$ cat config.mk
export PLATFORM = sky130hd
export DESIGN_NAME = keypad_entry_buffer
export DESIGN_NICKNAME = d
export VERILOG_FILES = /design/src/rtl/keypad_entry_buffer.sv
export SDC_FILE = /design/constraint.sdc
export NUM_CORES = 1
export LEC_CHECK = 0
export ABC_AREA = 1
export ABC_CLOCK_PERIOD_IN_PS = 4710
export CAP_MARGIN = 20
export CORE_MARGIN = 2
export CORE_UTILIZATION = 60
export DETAILED_ROUTE_END_ITERATION = 16
export PLACE_DENSITY = 0.85
export SETUP_SLACK_MARGIN = 0.05
export SLEW_MARGIN = 30
export SYNTH_ARGS = -nofsm -noshare
export SYNTH_HDL_FRONTEND = slang
export SYNTH_SLANG_ARGS = --single-unit
$ cat constraint.sdc
create_clock -name CLK -period 4.71 [get_ports CLK]
set_input_delay 0.471 -clock CLK [delete_from_list [all_inputs] [get_ports CLK]]
set_output_delay 0.471 -clock CLK [all_outputs]
set_load 0.03 [all_outputs]
$ cat src/rtl/keypad_entry_buffer.sv
// Keypad entry buffer: turns debounced scanner codes into BCD edits and converts the entry to binary on enter.
// Optional build macro KEYPAD_AUTOCLR_EN blanks the buffer when each conversion completes.
//
// state | meaning
// ------+------------------------------------------------------------
// IDLE  | accepting key events, buffer editable
// CONV  | BCD -> binary, one digit per cycle, most significant first
// DONE  | one cycle, VALUE_VLD high, VALUE already holds the new result
module keypad_entry_buffer #(
   parameter int NUM_DIGITS  = 4,
   parameter int VAL_W       = 14,
   parameter int SYNC_STAGES = 2
) (
   input  logic                      CLK,
   input  logic                      RESET,
   input  logic [4:0]                KEY_IN,
   input  logic                      PRESS,
   output logic [4*NUM_DIGITS-1:0]   DIGITS,
   output logic [3:0]                DIGIT_CNT,
   output logic [VAL_W-1:0]          VALUE,
   output logic                      VALUE_VLD,
   output logic                      BUSY,
   output logic                      ERR
);

   localparam int          IDX_W   = (NUM_DIGITS > 1) ? $clog2(NUM_DIGITS) : 1;
   localparam logic [3:0]  MAX_CNT = 4'(NUM_DIGITS);
   localparam logic [3:0]  KEY_BS  = 4'hA;
   localparam logic [3:0]  KEY_CLR = 4'hB;
   localparam logic [3:0]  KEY_ENT = 4'hC;

   typedef enum logic [1:0] {S_IDLE, S_CONV, S_DONE} state_t;

   state_t                           state_q, state_d;
   logic [SYNC_STAGES-1:0][4:0]      key_sync;
   logic [SYNC_STAGES-1:0]           press_sync;
   logic [4:0]                       key_s;
   logic                             key_act, key_act_q, key_evt, evt_ok;
   logic [3:0]                       code;
   logic [4*NUM_DIGITS-1:0]          digits_q, digits_d, digits_ins, digits_shr;
   logic [3:0]                       cnt_q, cnt_d;
   logic                             err_q, err_d;
   logic [VAL_W-1:0]                 acc_q, acc_nxt, value_q;
   logic [IDX_W-1:0]                 idx_q;
   logic [3:0]                       cur_digit;
   logic                             busy, vld, conv_last;

   always_ff @(posedge CLK or negedge RESET) begin
      if (!RESET) begin
         key_sync   <= '1;
         press_sync <= '0;
         key_act_q  <= 1'b0;
      end else begin
         key_sync   <= {key_sync[SYNC_STAGES-2:0], KEY_IN};
         press_sync <= {press_sync[SYNC_STAGES-2:0], PRESS};
         key_act_q  <= key_act;
      end
   end

   // Edge detector runs regardless of BUSY so a key held through a conversion never fires late.
   assign key_s   = key_sync[SYNC_STAGES-1];
   assign code    = key_s[3:0];
   assign key_act = press_sync[SYNC_STAGES-1] & ~key_s[4];
   assign key_evt = key_act & ~key_act_q;
   assign evt_ok  = key_evt && (state_q == S_IDLE);

   always_ff @(posedge CLK or negedge RESET) begin
      if (!RESET) state_q <= S_IDLE;
      else        state_q <= state_d;
   end

   always_comb begin
      state_d = state_q;
      case (state_q)
         S_IDLE:  if (evt_ok && code == KEY_ENT) state_d = S_CONV;
         S_CONV:  if (idx_q == '0) state_d = S_DONE;
         S_DONE:  state_d = S_IDLE;
         default: state_d = S_IDLE;
      endcase
   end

   always_comb begin
      busy      = (state_q != S_IDLE);
      vld       = (state_q == S_DONE);
      conv_last = (state_q == S_CONV) && (idx_q == '0);
   end

   // acc*10 as (acc<<3)+(acc<<1); result is latched on the last CONV edge so VALUE is valid with VALUE_VLD.
   assign digits_shr = digits_q >> {idx_q, 2'b00};
   assign cur_digit  = digits_shr[3:0];
   assign acc_nxt    = (acc_q << 3) + (acc_q << 1) + VAL_W'(cur_digit);

   always_ff @(posedge CLK or negedge RESET) begin
      if (!RESET) begin
         acc_q   <= '0;
         idx_q   <= '0;
         value_q <= '0;
      end else begin
         if (state_q == S_IDLE && state_d == S_CONV) begin
            acc_q <= '0;
            idx_q <= IDX_W'(NUM_DIGITS - 1);
         end else if (state_q == S_CONV) begin
            acc_q <= acc_nxt;
            idx_q <= idx_q - 1'b1;
         end
         if (conv_last) value_q <= acc_nxt;
      end
   end

   always_comb begin
      digits_d        = digits_q;
      cnt_d           = cnt_q;
      err_d           = err_q;
      digits_ins      = digits_q << 4;
      digits_ins[3:0] = code;
      if (evt_ok) begin
         if (code <= 4'd9) begin
            if (!(cnt_q == 4'd0 && code == 4'd0)) begin
               if (cnt_q < MAX_CNT) begin
                  digits_d = digits_ins;
                  cnt_d    = cnt_q + 4'd1;
               end else begin
                  err_d = 1'b1;
               end
            end
         end else if (code == KEY_BS) begin
            if (cnt_q != 4'd0) begin
               digits_d = digits_q >> 4;
               cnt_d    = cnt_q - 4'd1;
            end
         end else if (code == KEY_CLR) begin
            digits_d = '0;
            cnt_d    = 4'd0;
            err_d    = 1'b0;
         end
      end
`ifdef KEYPAD_AUTOCLR_EN
      if (conv_last) begin
         digits_d = '0;
         cnt_d    = 4'd0;
      end
`endif
   end

   always_ff @(posedge CLK or negedge RESET) begin
      if (!RESET) begin
         digits_q <= '0;
         cnt_q    <= 4'd0;
         err_q    <= 1'b0;
      end else begin
         digits_q <= digits_d;
         cnt_q    <= cnt_d;
         err_q    <= err_d;
      end
   end

   assign DIGITS    = digits_q;
   assign DIGIT_CNT = cnt_q;
   assign VALUE     = value_q;
   assign VALUE_VLD = vld;
   assign BUSY      = busy;
   assign ERR       = err_q;

endmodule

==> flow_summary.yaml <==
finish:
  syn2layout_area_growth_pct: 17.5
  multi_input_area_um2: 1710
  final_cell_mix: "nand2_1, inv_1, dfrtp_1, clkdlybuf4s50_1, nand3_1"
  fin_nets: 531
  drive_gt1_frac: 0.112
  seq_area_um2: 1640
  antennaDiodeCount: 0
  fill_cells: 496
  mostFrequentLayoutCell: "nand2_1"
clock_tree:
  tritoncts: "done"
  cts_buffers: 9
  clkLatencyLatePin_ps: 350
  path_clk_slew_ps: 80
  post_cts_resized: 0
  clockBufferDepth: 2
  postCtsSetupRepairBufs: 0
  clockRootBuffer: "clkbuf_8"
  cts.htree.levels: 3
  clock_sinks: 65
  postCtsHoldBufs: 0
yosys:
  synth.area.top_cells: "dfrtp_1, nand2_1, ha_1"
  ys_warn_count: 0
  syn_area_um2: 3680
  seq_area_frac_synth: 0.446
  synth_cell_types: 32
  yosys.area.top_type: "dfrtp_1"
  synth_top_area_share: 0.374
  synth-seq-cells: 65
  synth_nets: 486
  syn_inst: 450
  syn_avg_cell_area_um2: 8.17
critical_path:
  slowest_stage: "dfrtp_1"
  regToRegEndpoint: "VALUE[8]$_DFFE_PN0P_"
  end_kind: "flop"
  path_max_fanout: 11
  start_kind: "flop"
  cp.arrival_ps: 3190
  regToRegSetupSlack_ps: 1760
  path_cells: "clkinv_1 -> o21ai_0 -> a21oi_1 -> a21oi_1 -> ha_1 -> ha_1 -> fa_1 -> nand2_1 -> nand3_1 -> nand3_1 -> nand2_1 -> or2_1 -> nand3_1 -> nand2_1"
  cpPeakStageDelay_ps: 510
  timing.rr.start: "idx_q[0]$_DFFE_PN0P_"
  cp_top_family: "adder cells"
  reg2reg_depth: 14
  critPathBufInv: 1
  critical_path_class: "reg -> reg"
  required_ps: 4950
floorplan:
  core-area_um2: 5920
  std_cell_rows: 28
  io_pins: 45
  start_util: 0.621
  die_h_um: 82.3
  die-width_um: 82.3
  dieArea_um2: 6770
timing:
  relSlewSlack: 0.371
  hold_violations: 0
  setup_ws_ps: 1760
  slew_viol_final: 0
  finClkSkew_ps: 11.7
  tightest_slew_ps: 940
  holdWs_ps: 288
  setup_violations: 0
  finalCriticalPeriod_ps: 2950
  timing.final.crit_share: 0.626
  clock.fmax_mhz: 339
  tns_ps: 0
  rsz0062_at_grt: "no"
routing:
  route.detailed.wl_per_inst_um: 14.5
  finalWirelength_mm: 8.31
  drtIter0Drc: 184
  firstDrtPassIters: 4
  drtAntennaViolNets: 0
  vias_per_cell: 5.39
  drc: 0
  vias: 3098
grt:
  grt_max_degree: 66
  grt_pass1_wl_mm: 13.7
  grtUsageTotal: 0.272
  use_met3: 0.0446
  met1_usage: 0.323
  globalRouteMet2Util: 0.468
  grt_pass1_vias: 3133
  grt_overflow: 0
  grt.busiest_layer: "met2"
  antenna_found_initial: 0
pwr:
  power_density_nw_per_um2: 437
  max-vdd-ir-drop_mv: 0.384
  p_leak_uw: 0.00222
outcome:
  outcome: "complete, no violations"
hold_path:
  hold_path.class: "in -> async"
placement:
  place_ws_ps: 1800
  io_buffers: 44
  gp_congestion: 0.858
  dp_hpwl_mm: 6.12
job:
  drv_cap: 0
## cell usage after synthesis
cell type,count
a211oi_1,1
a21oi_1,17
buf_12,1
buf_2,2
buf_4,2
buf_6,1
clkbuf_1,5
clkinv_1,2
dfrtp_1,55
dfstp_2,10
fa_1,2
ha_1,26
inv_1,65
inv_2,1
nand2_1,120
nand2_2,12
nand2_4,1
nand3_1,30
nand3b_1,1
nand4_1,4
nor2_1,21
nor2_2,4
nor3_2,1
o211ai_1,1
o21ai_0,16
o21ai_1,17
o21ai_2,10
o22ai_1,11
o31ai_1,2
or2_1,2
xnor2_1,1
xor2_1,6
## per-layer routing
layer  routed length [um]  share of wire
met4                  221          0.027
met3                  306          0.037
met5                    0              0
met1                 3480           0.42
met2                 4310           0.52
## state kept, by name, summed over array words and instances, names as in the netlist
name and count:
DIGITS 16, VALUE 14, acc_q 13, key_s 5
key_sync 5, DIGIT_CNT 4, idx_q 2, press_sync 2
state_q 2, ERR 1, key_act_q 1
## layout make-up
class | instances | share of cell area
clock inverters | 4 | 0.00637
multi-input cells | 306 | 0.395
repair buffers | 45 | 0.102
well taps | 75 | 0.0217
flip-flops and latches | 65 | 0.379
clock buffers | 12 | 0.0359
inverters | 68 | 0.0590
## worst max path at each step
| stage | to | cells past startpoint | slack [ps] | start |
|---|---|---|---|---|
| floorplan | VALUE[8]$_DFFE_PN0P_ | 14 | 2120 | idx_q[0]$_DFFE_PN0P_ |
| global placement | VALUE[8]$_DFFE_PN0P_ | 14 | 1940 | idx_q[0]$_DFFE_PN0P_ |
| detailed placement | VALUE[8]$_DFFE_PN0P_ | 14 | 1800 | idx_q[0]$_DFFE_PN0P_ |
| CTS | VALUE[8]$_DFFE_PN0P_ | 14 | 1790 | idx_q[0]$_DFFE_PN0P_ |
| global route | VALUE[8]$_DFFE_PN0P_ | 14 | 1510 | idx_q[0]$_DFFE_PN0P_ |
| finish | VALUE[8]$_DFFE_PN0P_ | 14 | 1760 | idx_q[0]$_DFFE_PN0P_ |
## metrics by stage
| stage | util | cells | area, um^2 | total power (uW) |
|---|---|---|---|---|
| 2_1_floorplan | - | 450 | 3680 | 1200 |
| 3_3_place_gp | 0.699 | 559 | 4140 | 1430 |
| 3_5_place_dp | 0.699 | 559 | 4140 | 1450 |
| 4_1_cts | 0.730 | 575 | 4320 | 1890 |
| 5_1_grt | 0.730 | 575 | 4320 | 2000 |
| 6_report | 0.730 | 575 | 4320 | 1890 |
## cells by family after synthesis
logic type | Yosys count | synth area share
AOI/OAI and AO/OA | 75 | 0.119
adders and majority gates | 28 | 0.0993
buffers and inverters | 79 | 0.0898
DFF | 65 | 0.446
and+or+nand+nor | 196 | 0.230
xor gates and xnor gates | 7 | 0.0167
## power breakdown
group | total (uW) | internal, uW | switching, uW
Sequential | 737 | 649 | 87.8
Clock | 439 | 219 | 220
Combinational | 712 | 271 | 440
Total | 1890 | 1140 | 748
## worst reg2reg max path: stages, from the launching register on
cell and delay (ps):
dfrtp_1 510, clkinv_1 280, o21ai_0 220, a21oi_1 60
a21oi_1 130, ha_1 240, ha_1 250, fa_1 430
nand2_1 100, nand3_1 110, nand3_1 100, nand2_1 60
or2_1 230, nand3_1 70, nand2_1 70
(Power assumes the default switching activity.)
